$ cat src/rtl/mem_bridge_if.sv
// CPU-side byte-addressed bus of the memory bridge: request fields plus the
// registered-latency read word returning to the CPU.
interface mem_bridge_if #(
   parameter int ADDR_WIDTH = 16
);
   logic [ADDR_WIDTH-1:0] addr;
   logic                  wr;
   logic                  byt;
   logic [15:0]           wr_data;
   logic [15:0]           rd_data;

   // Single-cycle request bus with no valid/ready: a request is taken on every
   // rising clk edge, and rd_data for it is valid throughout the following cycle.
   modport master (
      output addr, wr, byt, wr_data,
      input  rd_data
   );

   modport slave (
      input  addr, wr, byt, wr_data,
      output rd_data
   );
endinterface

$ cat src/rtl/mem_bridge.sv
// 16-bit CPU bus to two 8-bit synchronous RAM banks (lo = even bytes, hi = odd).
// Optional macro MEM_UNALIGNED_EN enables word accesses at odd byte addresses.
module mem_bridge #(
   parameter int ADDR_WIDTH = 16
) (
   input  logic                  clk,
   input  logic                  rst,
   mem_bridge_if.slave           cpu,
   output logic                  bram_clk,
   output logic                  bram_rst,
   output logic                  wr_lo,
   output logic                  wr_hi,
   output logic [ADDR_WIDTH-2:0] addr_lo,
   output logic [ADDR_WIDTH-2:0] addr_hi,
   output logic [7:0]            wr_data_lo,
   output logic [7:0]            wr_data_hi,
   input  logic [7:0]            rd_data_lo,
   input  logic [7:0]            rd_data_hi
);
   localparam int BW = ADDR_WIDTH - 1;

   logic [BW-1:0] w;
   logic          odd;
   logic          byt_q;
   logic          odd_q;

   assign w        = cpu.addr[ADDR_WIDTH-1:1];
   assign odd      = cpu.addr[0];
   assign bram_clk = clk;
   assign bram_rst = rst;

   always_comb begin
      addr_lo    = w;
      addr_hi    = w;
      wr_data_lo = cpu.wr_data[7:0];
      wr_data_hi = cpu.wr_data[15:8];
      wr_lo      = cpu.wr;
      wr_hi      = cpu.wr;
      if (cpu.byt) begin
         // Byte data always rides on the low lane; only one strobe fires.
         wr_data_hi = cpu.wr_data[7:0];
         wr_lo      = cpu.wr & ~odd;
         wr_hi      = cpu.wr & odd;
      end
`ifdef MEM_UNALIGNED_EN
      else if (odd) begin
         addr_lo    = w + BW'(1);
         wr_data_hi = cpu.wr_data[7:0];
         wr_data_lo = cpu.wr_data[15:8];
      end
`endif
      if (rst) begin
         wr_lo = 1'b0;
         wr_hi = 1'b0;
      end
   end

   // Access shape is carried one cycle to line up with the registered bank data.
   always_ff @(posedge clk or posedge rst) begin
      if (rst) begin
         byt_q <= 1'b0;
         odd_q <= 1'b0;
      end else begin
         byt_q <= cpu.byt;
         odd_q <= odd;
      end
   end

   always_comb begin
      cpu.rd_data = {rd_data_hi, rd_data_lo};
      if (byt_q) begin
         cpu.rd_data = {8'h00, (odd_q ? rd_data_hi : rd_data_lo)};
      end
`ifdef MEM_UNALIGNED_EN
      else if (odd_q) begin
         cpu.rd_data = {rd_data_lo, rd_data_hi};
      end
`endif
   end
endmodule

$ cat src/flat_wrapper.sv
// flat-port wrapper written by rule: the top's interface ports become plain ports
module mem_bridge_flat 
#(
   parameter int ADDR_WIDTH = 16
)
  (clk, rst, bram_clk, bram_rst, wr_lo, wr_hi, addr_lo, addr_hi, wr_data_lo, wr_data_hi, rd_data_lo, rd_data_hi, cpu_addr, cpu_wr, cpu_byt, cpu_wr_data, cpu_rd_data);
  mem_bridge_if #(.ADDR_WIDTH(ADDR_WIDTH)) cpu_i ();
  input  logic clk;
  input  logic rst;
  output logic bram_clk;
  output logic bram_rst;
  output logic wr_lo;
  output logic wr_hi;
  output logic [ADDR_WIDTH-2:0] addr_lo;
  output logic [ADDR_WIDTH-2:0] addr_hi;
  output logic [7:0] wr_data_lo;
  output logic [7:0] wr_data_hi;
  input  logic [7:0] rd_data_lo;
  input  logic [7:0] rd_data_hi;
  input wire logic [$bits(cpu_i.addr)-1:0] cpu_addr;
  input wire logic [$bits(cpu_i.wr)-1:0] cpu_wr;
  input wire logic [$bits(cpu_i.byt)-1:0] cpu_byt;
  input wire logic [$bits(cpu_i.wr_data)-1:0] cpu_wr_data;
  output wire logic [$bits(cpu_i.rd_data)-1:0] cpu_rd_data;
  assign cpu_i.addr = cpu_addr;
  assign cpu_i.wr = cpu_wr;
  assign cpu_i.byt = cpu_byt;
  assign cpu_i.wr_data = cpu_wr_data;
  assign cpu_rd_data = cpu_i.rd_data;
  mem_bridge #(.ADDR_WIDTH(ADDR_WIDTH)) u_core (.clk(clk), .rst(rst), .cpu(cpu_i), .bram_clk(bram_clk), .bram_rst(bram_rst), .wr_lo(wr_lo), .wr_hi(wr_hi), .addr_lo(addr_lo), .addr_hi(addr_hi), .wr_data_lo(wr_data_lo), .wr_data_hi(wr_data_hi), .rd_data_lo(rd_data_lo), .rd_data_hi(rd_data_hi));
endmodule
$ cat config.mk
export PLATFORM = sky130hd
export DESIGN_NAME = mem_bridge_flat
export DESIGN_NICKNAME = d
export VERILOG_FILES = /design/src/rtl/mem_bridge_if.sv /design/src/rtl/mem_bridge.sv /design/src/flat_wrapper.sv
export SDC_FILE = /design/constraint.sdc
export NUM_CORES = 1
export LEC_CHECK = 0
export CORE_UTILIZATION = 22
export CTS_CLUSTER_SIZE = 8
export DETAILED_ROUTE_END_ITERATION = 12
export GPL_TIMING_DRIVEN = 0
export HOLD_SLACK_MARGIN = 0.12
export PLACE_DENSITY = 0.95
export SETUP_SLACK_MARGIN = 0.1
export SLEW_MARGIN = 15
export SYNTH_ARGS = -nofsm -noshare
export SYNTH_HDL_FRONTEND = slang
export SYNTH_SLANG_ARGS = --single-unit
$ cat constraint.sdc
create_clock -name clk -period 2.7 [get_ports clk]
set_input_delay 0.675 -clock clk [delete_from_list [all_inputs] [get_ports clk]]
set_output_delay 0.675 -clock clk [all_outputs]
set_load 0.005 [all_outputs]
==> results of run 1 <==
final timing paths:
check,startpoint,endpoint,slack [ps],cells after the start
min,rst,u_core.byt_q,540,2
max in group asynchronous,rst,u_core.odd_q,2040,2
max,clk,bram_clk,130,4
min in group clk,cpu_byt,u_core.byt_q,660,1
per-stage QoR:
step	hold slack, ps	power, mW	area, um^2	cells	utilization
after floorplan	416	0.144	641	73	-
after global placement	898	0.337	1700	206	0.617
after detailed placement	899	0.340	1700	206	0.617
after CTS	547	0.478	1760	213	0.638
after global routing	542	0.500	1760	213	0.638
final	542	0.470	1760	213	0.638
kinds of logic (layout without fill, tap and decap cells):
logic type / Yosys count / in the layout / synth area share
buffers and inverters: 43 / 152 / 0.488
muxes: 16 / 16 / 0.281
and+or+nand+nor: 10 / 10 / 0.137
AOI/OAI and AO/OA: 2 / 2 / 0.0156
DFF: 2 / 2 / 0.0781
state kept, by name, summed over array words and instances, names as in the netlist:
register      flops
u_core.odd_q      1
u_core.byt_q      1
layout by cell type (no fill, tap or decap):
cell	n
sky130_fd_sc_hd__clkdlybuf4s15_1	1
sky130_fd_sc_hd__and2b_2	8
sky130_fd_sc_hd__buf_6	2
sky130_fd_sc_hd__mux2_2	16
sky130_fd_sc_hd__clkbuf_4	6
sky130_fd_sc_hd__dlygate4sd2_1	3
sky130_fd_sc_hd__nand2_4	1
sky130_fd_sc_hd__nand2b_1	1
sky130_fd_sc_hd__inv_1	2
sky130_fd_sc_hd__dfrtp_1	2
sky130_fd_sc_hd__clkdlybuf4s50_1	98
sky130_fd_sc_hd__buf_4	40
sky130_fd_sc_hd__a21oi_1	2
report_power, final:
group | switching, mW | total [mW] | internal (mW) | leakage [nW]
combinational | 0.0575 | 0.253 | 0.196 | 0.728
sequential | 0.00244 | 0.0342 | 0.0317 | 0.0233
clock | 0.0485 | 0.182 | 0.134 | 0.0370
total | 0.108 | 0.470 | 0.362 | 0.789
cell type report:
type                    count  area, um^2  area share
repair buffers            102        1020       0.579
flip-flops and latches      2        50.0      0.0284
multi-input cells          28         278       0.158
plain buffers              41         312       0.177
clock buffers               7        55.1      0.0313
inverters                   2        7.51     0.00427
well taps                  31        38.8      0.0220
routing by layer:
layer / vias to the layer above / GRT usage / share of wire
met2: 73 / 0.255 / 0.52
li1: 415 / - / -
met1: 379 / 0.108 / 0.31
met3: 3 / 0.0930 / 0.16
met5: - / 0 / 0
met4: 0 / 0.0801 / 0.012
==> results.txt, run 1 <==
The total number of vias is 870. The number of endpoints with negative hold slack in the final report came to 0. The number of I/O port buffers is 102.

The initial detailed-routing violation count came out at 12. The biggest area contributor in the post-synthesis netlist is sky130_fd_sc_hd__buf_4. Headroom to the max-slew limit came out at 0.816. The fraction of layout instances using a drive strength above 1 is 0.401.

The max-cap violation count is 0. The final worst-path setup slack is 134 ps. The most common cell in the synthesized netlist is sky130_fd_sc_hd__buf_4. The vertical extent of the die came out at 56.0 um. During I/O placement, the number of pins put on the boundary was ~120. The number of warnings reported in the yosys synthesis log is 0.

The number of buffers inserted for hold repair after clock tree synthesis is 0. STA classifies the critical path endpoint as an output port. In the routed design, unresolved DRC markers number 0. The worst endpoint required time is 2030 ps.

After synthesis the cells add up to 641 um^2. The total of endpoints with negative setup slack in the final report is 0. The net count reported at finish came out at 236. The aggregate routed wire length came out at 2230 um. Along the worst path, the maximum fanout reaches 2. The post-synthesis sequential element count is 2. The chip width came out at 56.0 um. The most prevalent standard cell on the critical path is sky130_fd_sc_hd__clkbuf_4. The netlist uses 9 different library cells.

The worst-margin pin slew is 276 ps. The post-detailed-placement half-perimeter wirelength is 1840 um. The critical path goes through clkbuf_4 -> clkbuf_4 -> buf_4 -> clkdlybuf4s15_1. The total buffers and inverters traversed by the critical path came out at 4. The clock tree from TritonCTS is built. The synthesized instance count came out at 73. On the critical path, the stage with the largest delay is an instance of sky130_fd_sc_hd__clkdlybuf4s15_1. The total negative setup slack is 0 ps. The commonest cells after synthesis are sky130_fd_sc_hd__buf_4 (40), sky130_fd_sc_hd__mux2_2 (16), sky130_fd_sc_hd__and2b_2 (8). On the critical path the largest part of the delay comes from buffers and inverters. The share of flip-flops with an asynchronous set or reset after synthesis came out at 1.00.

The first-pass iteration count of the detailed router came out at 2. The final critical delay including setup and external delays came out at between 2000 and 3000 ps. The number of fillers in the final layout came out at around 220. The placement row count came out at 19. The most frequently used flop master after synthesis is sky130_fd_sc_hd__dfrtp_1. For this design the ratio of total power to cell area is 267 nW/um^2. The final routed wire length divided by cell count came out at 10.5 um. The critical path is of the clock port to output port type. The number of diodes is 0. The synthesis-to-finish area growth came out at 175%.

The placer's final routability congestion estimate came out at 0.660. The worst vdd rail ir drop came out at about 0.00032 V. The net count after synthesis is approximately 130. The kind of launch point of the worst setup path is a clock port. Summed over all layers, the global routing overflow is 0. After clock tree synthesis, the clock-pin slew on the worst setup and hold paths is 30 ps. The via density per instance is 4.08. The number of antenna violations at the first check in global routing is 0. The synthesized area per cell came out at between 8 and 9 um^2. The max-slew violation count is 0.

The post-CTS setup-driven buffer insertion count came out at 0. In the global route stage, overall resource usage came out at 0.140. The stage delay of the slowest cell on the critical path is 190 ps. The pin count of the biggest net entering global routing is 10. The critical path arrival is 1890 ps.

The cell leakage power is ~0.79 nW. The count of antenna-violating nets left after detailed routing is 0. The final worst-path cycle share came out at 0.950. The area inside the core boundary came out at 2760 um^2. The die area is 3130 um^2. The initial utilization of the core area, before any placement, comes to 0.232.

The tightest min-delay check is of the input port to asynchronous set/reset pin type. The sequential element share of the synthesized area came out at 0.0781. The via count of the first global-routing pass came to 874.

The flow ran to the end, and the final reports show no timing, DRC or antenna violations. The worst-case setup slack after placement is -165 ps. Of the post-synthesis cell area, the dominant cell type holds 0.469.

The number of flops mapped to enable cells by yosys is 0. The fmax came out at 393 MHz. After synthesis, the cell types taking the most area are sky130_fd_sc_hd__buf_4 (47%), sky130_fd_sc_hd__mux2_2 (28%), sky130_fd_sc_hd__and2b_2 (11%), sky130_fd_sc_hd__dfrtp_1 (7.8%), sky130_fd_sc_hd__nand2_4 (1.8%). The number of resized instances in the post-cts repair step is 9. Setup repair after global routing left no endpoint under its margin. The first global-routing pass estimated 3410 um of wire.
(Power assumes the default switching activity.)
==> run 2, diff against run 1 <==
SETUP_SLACK_MARGIN = 0.5   (was 0.1)
==> run 2 against run 1 <==
Effect of this change: utilization is 1.5 points lower; largest cell class unchanged; combinational power is 9.5% lower; hold slack worse by 190 ps; non-clock buffer count is 3 higher; largest power group is now clock; via count is 0.23% higher; sequential share of layout area is 0.14 points higher; global-route usage is 0.82 points higher; critical endpoint unchanged.
==> results.txt, run 2 (same netlist as run 1, synthesis figures left out) <==
The net count reported at finish is around 240. Leaving out fill and tap cells, the most frequent cells in the layout are sky130_fd_sc_hd__clkdlybuf4s50_1 (56), sky130_fd_sc_hd__buf_4 (42), sky130_fd_sc_hd__dlygate4sd2_1 (20). The tightest min-delay check is of the input port to asynchronous set/reset pin type. The total of endpoints with negative setup slack in the final report is 0.

The internal power contribution is 0.399 mW. In this design, the stage delay of the slowest critical-path cell is 100 ps. The detailed router put a total of 697 um of wire on met1.

The final hold slack is between 300 and 400 ps. For this run, design rule violations remaining after detail routing come to 0. At the worst endpoint, the arrival time is 1750 ps. The initial core utilization is 0.232. The total buffers and inverters traversed by the critical path came out at 4. The instance count after placement with tap cells included is 206. The via density per instance is 4.04. The via count of the first global-routing pass came out at between 800 and 900. The run finished with clean final reports.

The HPWL after detailed placement is 1840 um. The global-route wire length before repair came out at 3570 um. The synthesis-to-finish area growth is 168%. The headroom to the max-slew limit came out at 0.900. The critical path endpoint category is an output port. The worst vdd rail ir drop came out at 0.000509 V. The number of buffers inserted for hold repair after clock tree synthesis came out at 0. The placement row count came out at 19. The clock input transition at the sequential cells of the worst setup and hold paths is 30 ps. The total overflow left after global routing is 0. The cell leakage power came out at approximately 0.9 nW. The layout has 229 filler cells. After routing, the total negative slack on setup checks comes to 0 ps. The count of buffers added on input and output ports is 102. The worst setup path is launched from a clock port. At the pin with the least slew margin, the transition time is 150 ps. The switching power came out at 0.123 mW. The chip width is 56.0 um. The placer's final routability congestion estimate is 0.660. The max-slew violation count came out at 0. The highest signal layer in the routed design is met3. In this run the vertical extent of the chip is about 56 um. The most frequent standard cell in the layout excluding fill and tap cells is sky130_fd_sc_hd__clkdlybuf4s50_1. The cell family contributing the most delay on the critical path is buffers and inverters.

The multi-input combinational cells in the finished layout cover a total of between 200 and 300 um^2. The category of the critical setup timing path is clock port to output port. The largest registers in the layout are u_core.byt_q x1, u_core.odd_q x1. The number of antenna violations at the first check in global routing was 0. In the final layout, the share of cells above drive strength 1 is 0.530.

The largest individual stage delay along the critical path comes from the cell sky130_fd_sc_hd__buf_8. In this run the remaining antenna-violating nets after routing total 0. The max-cap violation count came out at 0.

Of the total power, the share spent switching nets is 0.235. Summing all flip-flop and latch instances after layout gives about 51 um^2. Setup repair after global routing could not meet its margin everywhere.

The met3 layer wire length in the routed design is 369 um. The detailed-routed wire length on met2 came out at between 1000 and 1500 um. For this design the top-level I/O count stands at approximately 120. The number of endpoints with negative hold slack in the final report is 0. TritonCTS built the clock tree. In this run the worst path has a maximum fanout of 2.

The final standard cell count with taps included and fillers excluded came out at about 220. The routed layout has about 870 vias. The end-of-flow core utilization came out at 0.623. The first-pass iteration count of the detailed router is 2. The aggregate routed wire length is about 2300 um. The final worst-path setup slack came out at 271 ps. The proportion of power drawn by the clock network is 0.497. The share of total power dissipated in combinational logic is 0.440.

After the first detailed-routing iteration, the DRC count stood at 14. The worst endpoint required time is a little over 2000 ps. For this run, the total global-route usage over all layers was measured as 0.148. The number of diodes came out at 0. The sequential group share of total power came out at 0.064. The final routed wire length divided by cell count came out at 10.9 um.

The die area came out at between 3000 and 4000 um^2. The cell area power density is 304 nW/um^2. The pin count of the biggest net entering global routing came out at 10. Walking the worst path, the cells encountered are buf_8 -> buf_8 -> buf_6 -> buf_6. The core region is 2760 um^2. The worst-case setup slack after placement is -165 ps.
[run 2: power groups by stage]
stage / registers [mW] / logic (mW) / clock network, mW
floorplan: 0.0339 / 0.0860 / 0.0240
global placement: 0.0347 / 0.251 / 0.0517
detailed placement: 0.0348 / 0.253 / 0.0517
CTS: 0.0346 / 0.232 / 0.245
global route: 0.0335 / 0.245 / 0.286
finish: 0.0333 / 0.229 / 0.259
[run 2: worst paths after layout]
path                       startpoint            to  slack [ps]  cells past startpoint
max                               clk      bram_clk         270                      4
max in group asynchronous         rst  u_core.byt_q        2230                      2
min in group clk              cpu_byt  u_core.byt_q         500                      1
min                               rst  u_core.byt_q         350                      2
[run 2: area by class of cell]
cell class	count	share of cell area
timing repair buffer	105	0.550
buffer	41	0.184
multi-input combinational	28	0.168
clock buffer	7	0.0415
sequential	2	0.0299
tap	31	0.0226
inverter	2	0.00437
[run 2: routing by layer]
metal / GRT usage / up-vias
met5: 0 / -
met4: 0.0767 / 0
met3: 0.112 / 0
met2: 0.269 / 72
met1: 0.111 / 378
li1: - / 422
[run 2: stage by stage]
stage          total power, mW  instance area (um^2)
6_report                 0.522                  1720
2_1_floorplan            0.144                   641
5_1_grt                  0.564                  1720
3_3_place_gp             0.337                  1700
3_5_place_dp             0.340                  1700
4_1_cts                  0.511                  1720
[run 2: repair_timing]
action	CTS	global route
buffers inserted	2	1
pin swaps	0	1
gates cloned	1	0
endpoints found under the hold margin	0	0
setup endpoints to repair	36	9
resized for setup	103	11
==> variant 1, RTL diff (config.mk and constraints of run 2) <==
Register the output `addr_hi`, with the module's reset; this adds one clock of latency there. The other outputs are not delayed to match.
--- a/src/rtl/mem_bridge.sv
+++ b/src/rtl/mem_bridge.sv
@@ -20,4 +20,6 @@
    localparam int BW = ADDR_WIDTH - 1;
 
+   logic [ADDR_WIDTH-2:0] addr_hi_d;
+
    logic [BW-1:0] w;
    logic          odd;
@@ -32,5 +34,5 @@
    always_comb begin
       addr_lo    = w;
-      addr_hi    = w;
+      addr_hi_d  = w;
       wr_data_lo = cpu.wr_data[7:0];
       wr_data_hi = cpu.wr_data[15:8];
@@ -78,4 +80,12 @@
 `endif
    end
+   always_ff @(posedge clk or posedge rst) begin
+      if (rst) begin
+         addr_hi <= '0;
+      end else begin
+         addr_hi <= addr_hi_d;
+      end
+   end
+
 endmodule
 
Function: changed (Yosys sat finds a counterexample within 4 cycles, from zero or initial values and one cycle with rst high).
==> variant 1 against run 2 <==
Combinational power grew 4%. Cell area up 27%. Wire length grew 37%. Global-route usage is 0.40 points higher. Utilization down 4.7 points. Synthesized area up 41%. Worst setup slack about the same. Power rose by 74%. Sequential cell count rose by 15. Via count increased by 18%. Highest routed layer is now met4.
==> variant 1: results (changes against run 2) <==
metric;value;unit;change
clk_pin_slew_worst_paths;70;ps;was 30 ps
yosysSeqAreaShare;0.4709;;was 0.07813
grt_use_met3;0.07759;;was 0.1116
grt_usage;0.1521;;was 0.1482
nNetsFinal;256;;was 239
pre_cts_ws;-180.2;ps;was -165.0 ps
first_iter_violations;5;;was 14
num-nonclk-buffers;148;;was 146
met1_usage;0.1285;;was 0.1108
dp.cells;238;;was 206
reg_top3;u_core.addr_hi (15), u_core.byt_q (1), u_core.odd_q (1);;was u_core.byt_q (1), u_core.odd_q (1)
synth-seq-cells;17;;was 2
ir_drop;0.4024;mV;was 0.5087 mV
placed_area;0.002135;sq mm;was 0.001700 sq mm
wl_met3;400;um;was 369 um
seq_share;0.1953;;was 0.02988
ys_top_cells_by_area;dfrtp_1, buf_4, mux2_2;;was buf_4, mux2_2, and2b_2
cts_setup_buffers;4;;was 2
slew_headroom;0.5578;;was 0.8998
met1_length;973;um;was 697 um
multi_input_area;297.8;sq um;was 289.0 sq um
utilization;0.5751;;was 0.6225
final-instance-count-excl-fill;251;;was 216
grt_first_pass_wirelength;4.912;mm;was 3.567 mm
status;finished clean;;unchanged
grt_max_degree;18;;was 10
vias;1027;;was 872
## variant 1: changes by cell type in the layout (fill, tap and decap cells not counted), sizes merged
cell and delta:
clkbuf -3, clkdlybuf4s15 -1, dlymetal6s2s -1, dlygate4sd2 +20, buf -10, clkinv +1, clkdlybuf4s50 -3, dfrtp +15
## variant 1: power by group
| group | total, uW | switching [uW] | internal [uW] |
|---|---|---|---|
| Sequential | 272 | 4.61 | 268 |
| Clock | 399 | 133 | 266 |
| Combinational | 238 | 70.4 | 168 |
| Total | 910 | 208 | 702 |
## variant 1: worst paths after layout
check / from / cells past startpoint / slack (ps) / end
max in group asynchronous: rst / 2 / 1710 / u_core.byt_q$_DFF_PP0_
min in group asynchronous: rst / 2 / 520 / u_core.addr_hi[8]$_DFF_PP0_
worst max-delay path: clk / 4 / 270 / bram_clk
worst min-delay path: cpu_addr[1] / 1 / 460 / u_core.addr_hi[0]$_DFF_PP0_
## variant 1: kinds of logic after synthesis
family,Yosys count
compound gates,2
buf+inv,28
flops,17
mux,16
simple gates,10
==> variant 2, RTL diff (settings of run 2) <==
Without the edit above. The option `MEM_UNALIGNED_EN` is turned on by a define.
--- a/src/rtl/mem_bridge.sv
+++ b/src/rtl/mem_bridge.sv
@@ -1,4 +1,6 @@
 // 16-bit CPU bus to two 8-bit synchronous RAM banks (lo = even bytes, hi = odd).
 // Optional macro MEM_UNALIGNED_EN enables word accesses at odd byte addresses.
+`define MEM_UNALIGNED_EN
+
 module mem_bridge #(
    parameter int ADDR_WIDTH = 16
Function: changed (a bounded check fails within 4 cycles, from zero or initial values and one cycle with rst high).
==> variant 2 against run 2 <==
Synthesized cell count is 79% higher. Synthesized area rose by 44%. Cell area rose by 58%. Power grew 42%. Critical path type is now primary input to primary output. Largest cell class unchanged. Sequential cell count stayed put. Wire length grew 110%. Worst setup slack worse by 95 ps. Final cell count up 59%.
==> variant 2: results (changes against run 2) <==
metric;value;unit;change
dr.pass1.iters;4;;was 2
critical-path-slowest-cell;mux2_4;;was buf_8
grt_first_pass_wirelength;7.341;mm;was 3.567 mm
met1_usage;0.2120;;was 0.1108
cpPeakStageDelay;290;ps;was 100 ps
synth_common_cells;nand2_1, buf_4, mux2_2, nor2_1, xnor2_1;;was buf_4, mux2_2, and2b_2
use_met2;0.4293;;was 0.2687
port_buffers;117;;was 102
crit_path_max_fanout;5;;was 2
p_int;533.3;uW;was 399.3 uW
status;finished clean;;unchanged
first_iter_violations;45;;was 14
synth-main-ff-cell;dfrtp_1;;unchanged
ir_drop;0.1937;mV;was 0.5087 mV
grt_usage;0.2224;;was 0.1482
syn-num-nets;184;;was 125
grt_pass1_vias;1620;;was 861
leakagePower;0.001390;uW;was 0.0008768 uW
yosysSeqAreaShare;0.05435;;was 0.07813
nNetsFinal;349;;was 239
gp_congestion;0.7812;;was 0.6597
layout-drive-gt1-share;0.6327;;was 0.5297
tightest_slew;338.7;ps;was 150.3 ps
viasPerCell;4.480;;was 4.037
grt_max_degree;9;;was 10
synth_cell_types;23;;was 9
wl_per_cell;14.61;um;was 10.86 um
nFillCells;321;;was 229
grt_use_met3;0.04795;;was 0.1116
ys_top_cells_by_area;mux2_2, buf_4, nand2_1;;was buf_4, mux2_2, and2b_2
clk_pin_slew_worst_paths;30;ps;about the same
place_hpwl;3.250;mm;was 1.837 mm
==> variant 2: path summary, 6_finish.rpt <==
check / from / endpoint / slack (ps) / cells after the start
max in group asynchronous: rst / u_core.byt_q$_DFF_PP0_ / 2240 / 2
min in group clk: cpu_addr[0] / u_core.odd_q$_DFF_PP0_ / 470 / 1
worst max-delay path: cpu_addr[0] / wr_data_hi[2] / 180 / 9
worst min-delay path: rst / u_core.odd_q$_DFF_PP0_ / 360 / 2
==> variant 2: what timing repair did <==
item	4_1_cts	5_1_grt
resized for setup	325	47
buffers inserted	28	10
endpoints found under the setup margin	66	45
gates cloned	2	0
pin swaps	35	18
==> variant 2: worst max-delay path, delay by kind of cell <==
kind / cells / cell delay [ps]
multiplexers: 1 / 290
buffers and inverters: 7 / 790
AND/OR/NAND/NOR: 1 / 90
==> variant 2: cell families after synthesis <==
group,share of synthesized area
xor gates and xnor gates,0.1332
DFF,0.05435
and+or+nand+nor,0.3206
adders and majority gates,0.01358
AOI/OAI and AO/OA,0.01087
buffers and inverters,0.1848
muxes,0.2826
==> variant 2: layout make-up <==
cell class | instances | area share
repair buffers | 156 | 0.5067
plain buffers | 23 | 0.07206
multi-input cells | 103 | 0.3381
well taps | 50 | 0.02309
clock buffers | 7 | 0.03557
flip-flops and latches | 2 | 0.01848
inverters | 3 | 0.006005
==> variant 2: power by group through the flow <==
stage | logic (uW) | clock network (uW) | registers [uW]
floorplan | 105 | 24.0 | 32.3
global placement | 329 | 51.7 | 32.3
detailed placement | 334 | 51.7 | 32.3
CTS | 357 | 308 | 32.2
global route | 417 | 337 | 32.4
finish | 389 | 318 | 32.3
==> variant 2: metal layers <==
layer | routed length, um | up-vias
li1 | - | 751
met5 | 0 | -
met2 | 2746 | 74
met3 | 351 | 12
met1 | 1785 | 704
met4 | 142 | 0
==> variant 2: stage by stage <==
stage / setup TNS, ps / util / worst slack, ps / instances / area, sq um
final: 0 / 0.6772 / 176.1 / 344 / 2709
after global routing: 0 / 0.6772 / 120.6 / 344 / 2709
after CTS: 0 / 0.6306 / 215.3 / 334 / 2522
after detailed placement: -15130 / 0.5386 / -667.1 / 298 / 2155
after global placement: -14990 / 0.5386 / -623.0 / 298 / 2155
after floorplan: 0 / - / 505.8 / 131 / 920.9
